[config.mk]
export PLATFORM = sky130hd
export DESIGN_NAME = bcd_display_ctrl
export DESIGN_NICKNAME = d
export VERILOG_FILES = /design/src/rtl/bcd_display_pkg.sv /design/src/rtl/bcd_shift_add3.sv /design/src/rtl/bcd_display_ctrl.sv
export SDC_FILE = /design/constraint.sdc
export NUM_CORES = 1
export LEC_CHECK = 0
export BUFFER_PORTS_ARGS = -buffer_cell sky130_fd_sc_hd__buf_4
export CAP_MARGIN = 20
export CORE_MARGIN = 1.5
export CORE_UTILIZATION = 30
export DETAILED_ROUTE_END_ITERATION = 10
export PLACE_DENSITY = 0.5
export REMOVE_ABC_BUFFERS = 1
export SLEW_MARGIN = 0
export SYNTH_ARGS = -nofsm -noshare
export SYNTH_HDL_FRONTEND = slang
export SYNTH_SLANG_ARGS = --single-unit
[constraint.sdc]
create_clock -name clk -period 2.52 [get_ports clk]
set_input_delay 0.504 -clock clk [delete_from_list [all_inputs] [get_ports clk]]
set_output_delay 0.504 -clock clk [all_outputs]
set_load 0.03 [all_outputs]
[src/rtl/bcd_display_pkg.sv]
// Shared types and helpers for the BCD display sequencer.
// Used by bcd_display_ctrl and bcd_shift_add3. The optional blanking output
// of the top level is enabled with `define BCD_DISPLAY_CTRL_BLANK_EN.
package bcd_display_pkg;

  typedef enum logic [1:0] {
    IDLE    = 2'd0,
    CONVERT = 2'd1,
    WRITE   = 2'd2,
    DONE    = 2'd3
  } state_t;

  // 10^n as a 64-bit constant; NUM_DIGITS tops out at 8, so this never wraps.
  function automatic logic [63:0] pow10(input int n);
    logic [63:0] r;
    r = 64'd1;
    for (int i = 0; i < n; i++) begin
      r = r * 64'd10;
    end
    return r;
  endfunction

  // Largest value that fits in num_digits decimal digits, clipped to what
  // a bin_w-bit input can express at all.
  function automatic logic [63:0] max_val(input int num_digits, input int bin_w);
    logic [63:0] dec_max;
    logic [63:0] bin_max;
    dec_max = pow10(num_digits) - 64'd1;
    bin_max = (64'd1 << bin_w) - 64'd1;
    return (dec_max < bin_max) ? dec_max : bin_max;
  endfunction

  // Double-dabble nibble correction: a nibble of 5..9 would become >= 10
  // after the next doubling, so pre-add 3 to make it carry correctly.
  function automatic logic [3:0] add3_if_ge5(input logic [3:0] nib);
    return (nib >= 4'd5) ? nib + 4'd3 : nib;
  endfunction

endpackage

[src/rtl/bcd_shift_add3.sv]
// Combinational add-3 correction across every nibble of the BCD register.
// The caller performs the left shift after this stage.
module bcd_shift_add3
  import bcd_display_pkg::*;
#(
  parameter int NUM_DIGITS = 4
) (
  input  logic [4*NUM_DIGITS-1:0] i_bcd,
  output logic [4*NUM_DIGITS-1:0] o_bcd
);

  for (genvar g = 0; g < NUM_DIGITS; g++) begin : g_nib
    assign o_bcd[4*g +: 4] = add3_if_ge5(i_bcd[4*g +: 4]);
  end

endmodule

[src/rtl/bcd_display_ctrl.sv]
// Accepts a binary value over valid/ready, converts it to BCD one bit per
// cycle (shift-add-3), then strobes one digit per cycle into a bank of
// NUM_DIGITS seven-segment decoder units, least-significant digit first.
// Values above 10^NUM_DIGITS-1 raise a sticky overflow and are not written.
// Define BCD_DISPLAY_CTRL_BLANK_EN to add the digit_blank output, which
// marks leading-zero digits so the integrator can blank those units.
module bcd_display_ctrl
  import bcd_display_pkg::*;
#(
  parameter int NUM_DIGITS = 4,
  parameter int BIN_W      = 14
) (
  input  logic                  clk,
  input  logic                  reset,
  input  logic [BIN_W-1:0]      value_i,
  input  logic                  value_valid,
  output logic                  value_ready,
  output logic [3:0]            digit_o,
  output logic [NUM_DIGITS-1:0] digit_sel,
  output logic                  digit_write,
  output logic                  busy,
  output logic                  done,
`ifdef BCD_DISPLAY_CTRL_BLANK_EN
  output logic                  digit_blank,
`endif
  output logic                  overflow
);

  localparam int              BCD_W      = 4 * NUM_DIGITS;
  localparam logic [63:0]     MAXVAL     = max_val(NUM_DIGITS, BIN_W);
  localparam int              CNT_MAX    = (BIN_W > NUM_DIGITS) ? BIN_W : NUM_DIGITS;
  localparam int              CNT_W      = $clog2(CNT_MAX + 1);
  localparam logic [CNT_W-1:0] CONV_LAST  = CNT_W'(BIN_W - 1);
  localparam logic [CNT_W-1:0] WRITE_LAST = CNT_W'(NUM_DIGITS - 1);

  state_t                  r_state;
  state_t                  w_state_nxt;
  logic [BIN_W-1:0]        r_shift;
  logic [BIN_W-1:0]        w_shift_nxt;
  logic [BCD_W-1:0]        r_bcd;
  logic [BCD_W-1:0]        w_bcd_nxt;
  logic [CNT_W-1:0]        r_cnt;
  logic [CNT_W-1:0]        w_cnt_nxt;
  logic [3:0]              r_digit;
  logic [3:0]              w_digit_nxt;
  logic [NUM_DIGITS-1:0]   r_sel;
  logic [NUM_DIGITS-1:0]   w_sel_nxt;
  logic                    r_write;
  logic                    w_write_nxt;
  logic                    r_done;
  logic                    w_done_nxt;
  logic                    r_overflow;
  logic                    w_overflow_nxt;
`ifdef BCD_DISPLAY_CTRL_BLANK_EN
  logic                    r_blank;
  logic                    w_blank_nxt;
`endif

  logic [63:0]             w_value_wide;
  logic [BCD_W-1:0]        w_adj;
  logic [BCD_W+BIN_W-1:0]  w_cat;
  logic [BCD_W-1:0]        w_conv;
  logic [BCD_W-1:0]        w_bcd_rest;

  assign w_value_wide = 64'(value_i);

  bcd_shift_add3 #(
    .NUM_DIGITS (NUM_DIGITS)
  ) u_adj (
    .i_bcd (r_bcd),
    .o_bcd (w_adj)
  );

  // One double-dabble step: corrected BCD and the binary shifter move left
  // together; the top BCD bit falls off (cannot be set for in-range values).
  assign w_cat      = {w_adj, r_shift} << 1;
  assign w_conv     = w_cat[BCD_W+BIN_W-1:BIN_W];
  // During WRITE, r_bcd holds the displayed digit in nibble 0; the
  // remaining digits slide down one nibble per strobe.
  assign w_bcd_rest = r_bcd >> 4;

  // Next-state and next-output logic for the sequencer.
  always_comb begin
    // NOTE: every signal gets a default before the case so no path leaves
    // one unassigned, which would otherwise infer a latch.
    w_state_nxt    = r_state;
    w_shift_nxt    = r_shift;
    w_bcd_nxt      = r_bcd;
    w_cnt_nxt      = r_cnt;
    w_digit_nxt    = r_digit;
    w_sel_nxt      = '0;
    w_write_nxt    = 1'b0;
    w_done_nxt     = 1'b0;
    w_overflow_nxt = r_overflow;
`ifdef BCD_DISPLAY_CTRL_BLANK_EN
    w_blank_nxt    = 1'b0;
`endif

    unique case (r_state)
      IDLE: begin
        if (value_valid) begin
          if (w_value_wide > MAXVAL) begin
            w_state_nxt    = DONE;
            w_done_nxt     = 1'b1;
            w_overflow_nxt = 1'b1;
          end else begin
            w_state_nxt    = CONVERT;
            w_shift_nxt    = value_i;
            w_bcd_nxt      = '0;
            w_cnt_nxt      = '0;
            w_overflow_nxt = 1'b0;
          end
        end
      end

      CONVERT: begin
        w_bcd_nxt   = w_conv;
        w_shift_nxt = w_cat[BIN_W-1:0];
        if (r_cnt == CONV_LAST) begin
          // Conversion finishes on this edge; present digit 0 immediately.
          w_state_nxt = WRITE;
          w_cnt_nxt   = '0;
          w_write_nxt = 1'b1;
          w_sel_nxt   = NUM_DIGITS'(1);
          w_digit_nxt = w_conv[3:0];
        end else begin
          w_cnt_nxt = r_cnt + 1'b1;
        end
      end

      WRITE: begin
        if (r_cnt == WRITE_LAST) begin
          w_state_nxt = DONE;
          w_done_nxt  = 1'b1;
        end else begin
          w_cnt_nxt   = r_cnt + 1'b1;
          w_bcd_nxt   = w_bcd_rest;
          w_write_nxt = 1'b1;
          w_sel_nxt   = r_sel << 1;
          w_digit_nxt = w_bcd_rest[3:0];
`ifdef BCD_DISPLAY_CTRL_BLANK_EN
          // Leading zero: this digit and everything above it are zero.
          w_blank_nxt = (w_bcd_rest == '0);
`endif
        end
      end

      DONE: begin
        w_state_nxt = IDLE;
      end

      default: begin
        w_state_nxt = IDLE;
      end
    endcase
  end

  // State and registered outputs; synchronous reset wins over everything.
  always_ff @(posedge clk) begin
    // NOTE: reset is synchronous, so it is tested inside the clocked block
    // and kept out of the sensitivity list.
    if (reset) begin
      r_state    <= IDLE;
      r_shift    <= '0;
      r_bcd      <= '0;
      r_cnt      <= '0;
      r_digit    <= '0;
      r_sel      <= '0;
      r_write    <= 1'b0;
      r_done     <= 1'b0;
      r_overflow <= 1'b0;
`ifdef BCD_DISPLAY_CTRL_BLANK_EN
      r_blank    <= 1'b0;
`endif
    end else begin
      // NOTE: non-blocking assignments make every register sample the
      // pre-edge values, independent of statement order.
      r_state    <= w_state_nxt;
      r_shift    <= w_shift_nxt;
      r_bcd      <= w_bcd_nxt;
      r_cnt      <= w_cnt_nxt;
      r_digit    <= w_digit_nxt;
      r_sel      <= w_sel_nxt;
      r_write    <= w_write_nxt;
      r_done     <= w_done_nxt;
      r_overflow <= w_overflow_nxt;
`ifdef BCD_DISPLAY_CTRL_BLANK_EN
      r_blank    <= w_blank_nxt;
`endif
    end
  end

  assign value_ready = (r_state == IDLE);
  assign busy        = (r_state != IDLE);
  assign digit_o     = r_digit;
  assign digit_sel   = r_sel;
  assign digit_write = r_write;
  assign done        = r_done;
  assign overflow    = r_overflow;
`ifdef BCD_DISPLAY_CTRL_BLANK_EN
  assign digit_blank = r_blank;
`endif

endmodule

==> results.sh <==
export IMPL_remaining_drc_errors=0
export IMPL_yosysTopAreaCell="dfxtp_1"
export IMPL_p_leak_nw=1.12
export IMPL_via_count=2076
export IMPL_period_share_pct=90.5
export IMPL_grt_usage_pct=13.6
export IMPL_fp_dieH_um=93.3
export IMPL_clockBufferDepth=2
export IMPL_grt_max_degree=45
export IMPL_comb_power_share_pct=50.3
export IMPL_cts_made_buffers=5
export IMPL_clock_sinks=47
export IMPL_ys_ff_latch=47
export IMPL_pwr_share_seq_pct=33.3
export IMPL_top_layer="met4"
export IMPL_mostFrequentLayoutCell="dfxtp_1"
export IMPL_clk_pin_slew_worst_paths_ps=90
export IMPL_ios=30
export IMPL_routed_wl_met2_um=2460
export IMPL_die_area_um2=8710
export IMPL_synth_warnings=0
export IMPL_pwr_share_clk_pct=16.4
export IMPL_die_width_um=93.3
export IMPL_core_area_um2=7810
export IMPL_syn_inst=286
export IMPL_wl_per_cell_um=12.9
export IMPL_crit_arrival_ps=2520
export IMPL_switching_share_pct=41.4
export IMPL_fin_skew_ps=4.17
export IMPL_first_global_vias=1972
export IMPL_pre_cts_ws_ps=41.4
export IMPL_drv_slew=0
export IMPL_io_buffer_count=29
export IMPL_critPathMaxFanout=9
export IMPL_met1_length_um=2670
export IMPL_layout_min_cycle_time_ps=2280
export IMPL_ys_top_cells_by_area="dfxtp_1 (38%), mux2i_1 (8.2%), a211oi_1 (7.4%)"
export IMPL_drv_cap=0
export IMPL_gr_total_overflow=0
export IMPL_place_gp_congestion=0.757
export IMPL_ant_nets=0
export IMPL_fill_cells=837
export IMPL_cp_end_kind="flip-flop"
export IMPL_final_cell_mix="dfxtp_1 (47), buf_4 (40), nor2_1 (28), a211oi_1 (24), a21oi_1 (22)"
export IMPL_min_path_type="reg -> reg"
export IMPL_viasPerCell=4.98
export IMPL_crit_required_ps=2750
export IMPL_synth_distinct_cells=37
export IMPL_clock_root_buffer="clkbuf_8"
export IMPL_vdd_drop_max_v=0.000459
export IMPL_htreeDepth=2
export IMPL_fmax_mhz=438
export IMPL_slew_headroom_pct=61.8
export IMPL_rows=32
export IMPL_routed_wl_met3_um=225
export IMPL_outcome="finished, final reports clean"
export IMPL_p_int_mw=1.92
export IMPL_dr_pass1_iters=5
export IMPL_setup_viol_count_final=0
export IMPL_post_dp_hpwl_um=3830
export IMPL_cts_setup_buffers=0
export IMPL_syn_area_per_cell_um2=8.56
export IMPL_grt_pass1_wl_um=9530
export IMPL_synth_seq_area_share_pct=38.4
export IMPL_fin_ws_ps=239
export IMPL_final_nets=346
export IMPL_drt_iter0_drc=92
export IMPL_fin_util_pct=37.4
export IMPL_syn2layout_area_growth_pct=19.3
export IMPL_critPathLaunchType="flip-flop"
export IMPL_worst_pin_slew_ps=572
export IMPL_p_per_area_nw_per_um2=1120
export IMPL_power_switching_mw=1.36
export IMPL_insertion_delay_ps=300
export IMPL_tritoncts="yes"
export IMPL_layout_drive_gt1_share_pct=16.8
export IMPL_synth_area_um2=2450
export IMPL_crit_type="reg -> reg"
export IMPL_netlist_area_leader_share_pct=38.4
export IMPL_rsz0062_at_grt="false"
export IMPL_placed_cells=410
export IMPL_fin_cells=417
export IMPL_antenna_found_initial=0
export IMPL_drt_total_wl_um=5390
export IMPL_hold_viol=0
export IMPL_start_util_pct=31.4
export IMPL_insertedDiodeCount=0
==> path summary, 6_finish.rpt <==
kind                    to       start  slack, ps  depth (start not counted)
setup / recovery  r_cnt[3]  r_state[0]        240                          7
setup reg to reg  r_cnt[3]  r_state[0]        240                          7
hold / removal    overflow    overflow        460                          2
hold reg to reg   overflow    overflow        460                          2
==> worst max-delay path, stage by stage (launching register included) <==
cell	delay (ps)
dfxtp_1	390
inv_1	80
ha_1	250
nand2b_1	110
o21ai_1	120
or4_4	590
or4_1	530
a21oi_1	140
==> what timing repair did <==
| item | in CTS | in global routing |
|---|---|---|
| hold buffers | 0 | 0 |
| endpoints found under the setup margin | 0 | 3 |
| gates resized for setup | 0 | 1 |
==> registers in the layout (all words and copies together), names as in the netlist <==
register	count
digit_o	4
done	1
overflow	1
r_state	2
digit_write	1
r_bcd	16
r_shift	14
r_cnt	4
digit_sel	4
==> through the flow <==
step	total power, mW	cell area (µm²)	hold WS [ps]	TNS (ps)
2_1_floorplan	2.23	2380	439	-146
3_3_place_gp	2.76	2810	440	0
3_5_place_dp	2.78	2810	449	0
4_1_cts	3.33	2920	470	0
5_1_grt	3.58	2920	480	0
6_report	3.28	2920	464	0
==> Yosys cell counts <==
cell type  count
a221oi_1       5
a311oi_1       1
nor4_2         1
and3_1         3
mux2_2         2
nand2_1       19
nor2_1        28
nor3b_1        2
a21oi_1       22
nor2b_1        1
a211oi_1      24
a21o_1         1
buf_2          1
mux2i_1       20
or4_1          3
inv_1         13
and2_1         3
nor3_1         5
nand3b_1       1
o21ai_1        1
ha_1          14
nand4_1        2
nand2b_1      11
clkbuf_1      14
or3b_2         1
a22o_1         4
nor4_1         1
nor3_2         1
a21boi_1       1
nand3_1       10
buf_1          3
dfxtp_1       47
o21ai_0       11
or3_1          3
a2bb2oi_1      2
xor2_1         1
xnor2_1        4
==> power by group through the flow <==
stage	Clock, mW	Combinational (mW)	Sequential (mW)
after global routing	0.593	1.86	1.13
after CTS	0.567	1.67	1.10
after detailed placement	0	1.66	1.11
after global placement	0	1.65	1.11
final	0.539	1.65	1.09
after floorplan	0	1.10	1.12
==> logic make-up after synthesis <==
family          Yosys count  share of synthesized area (%)
fa+ha+maj                14                           7.15
compound gates           72                           19.2
buf+inv                  31                           4.80
mux                      22                           9.10
xor+xnor                  5                           1.79
simple gates             95                           19.5
flops                    47                           38.4
==> metal layers <==
metal,track usage (%),vias to the layer above
met1,18.6,949
met2,21.7,45
li1,-,1077
met3,2.68,5
met4,3.03,0
met5,0,-
==> layout make-up <==
cell class              count  area [µm²]  share of cell area (%)
multi-input cells         208        1400                    47.9
flip-flops and latches     47         941                    32.2
repair buffers             40         300                    10.3
well taps                 102         128                    4.37
clock buffers               6        72.6                    2.49
inverters                  13        48.8                    1.67
clock inverters             1        30.0                    1.03
No activity file was read; power rests on OpenSTA's default activity.
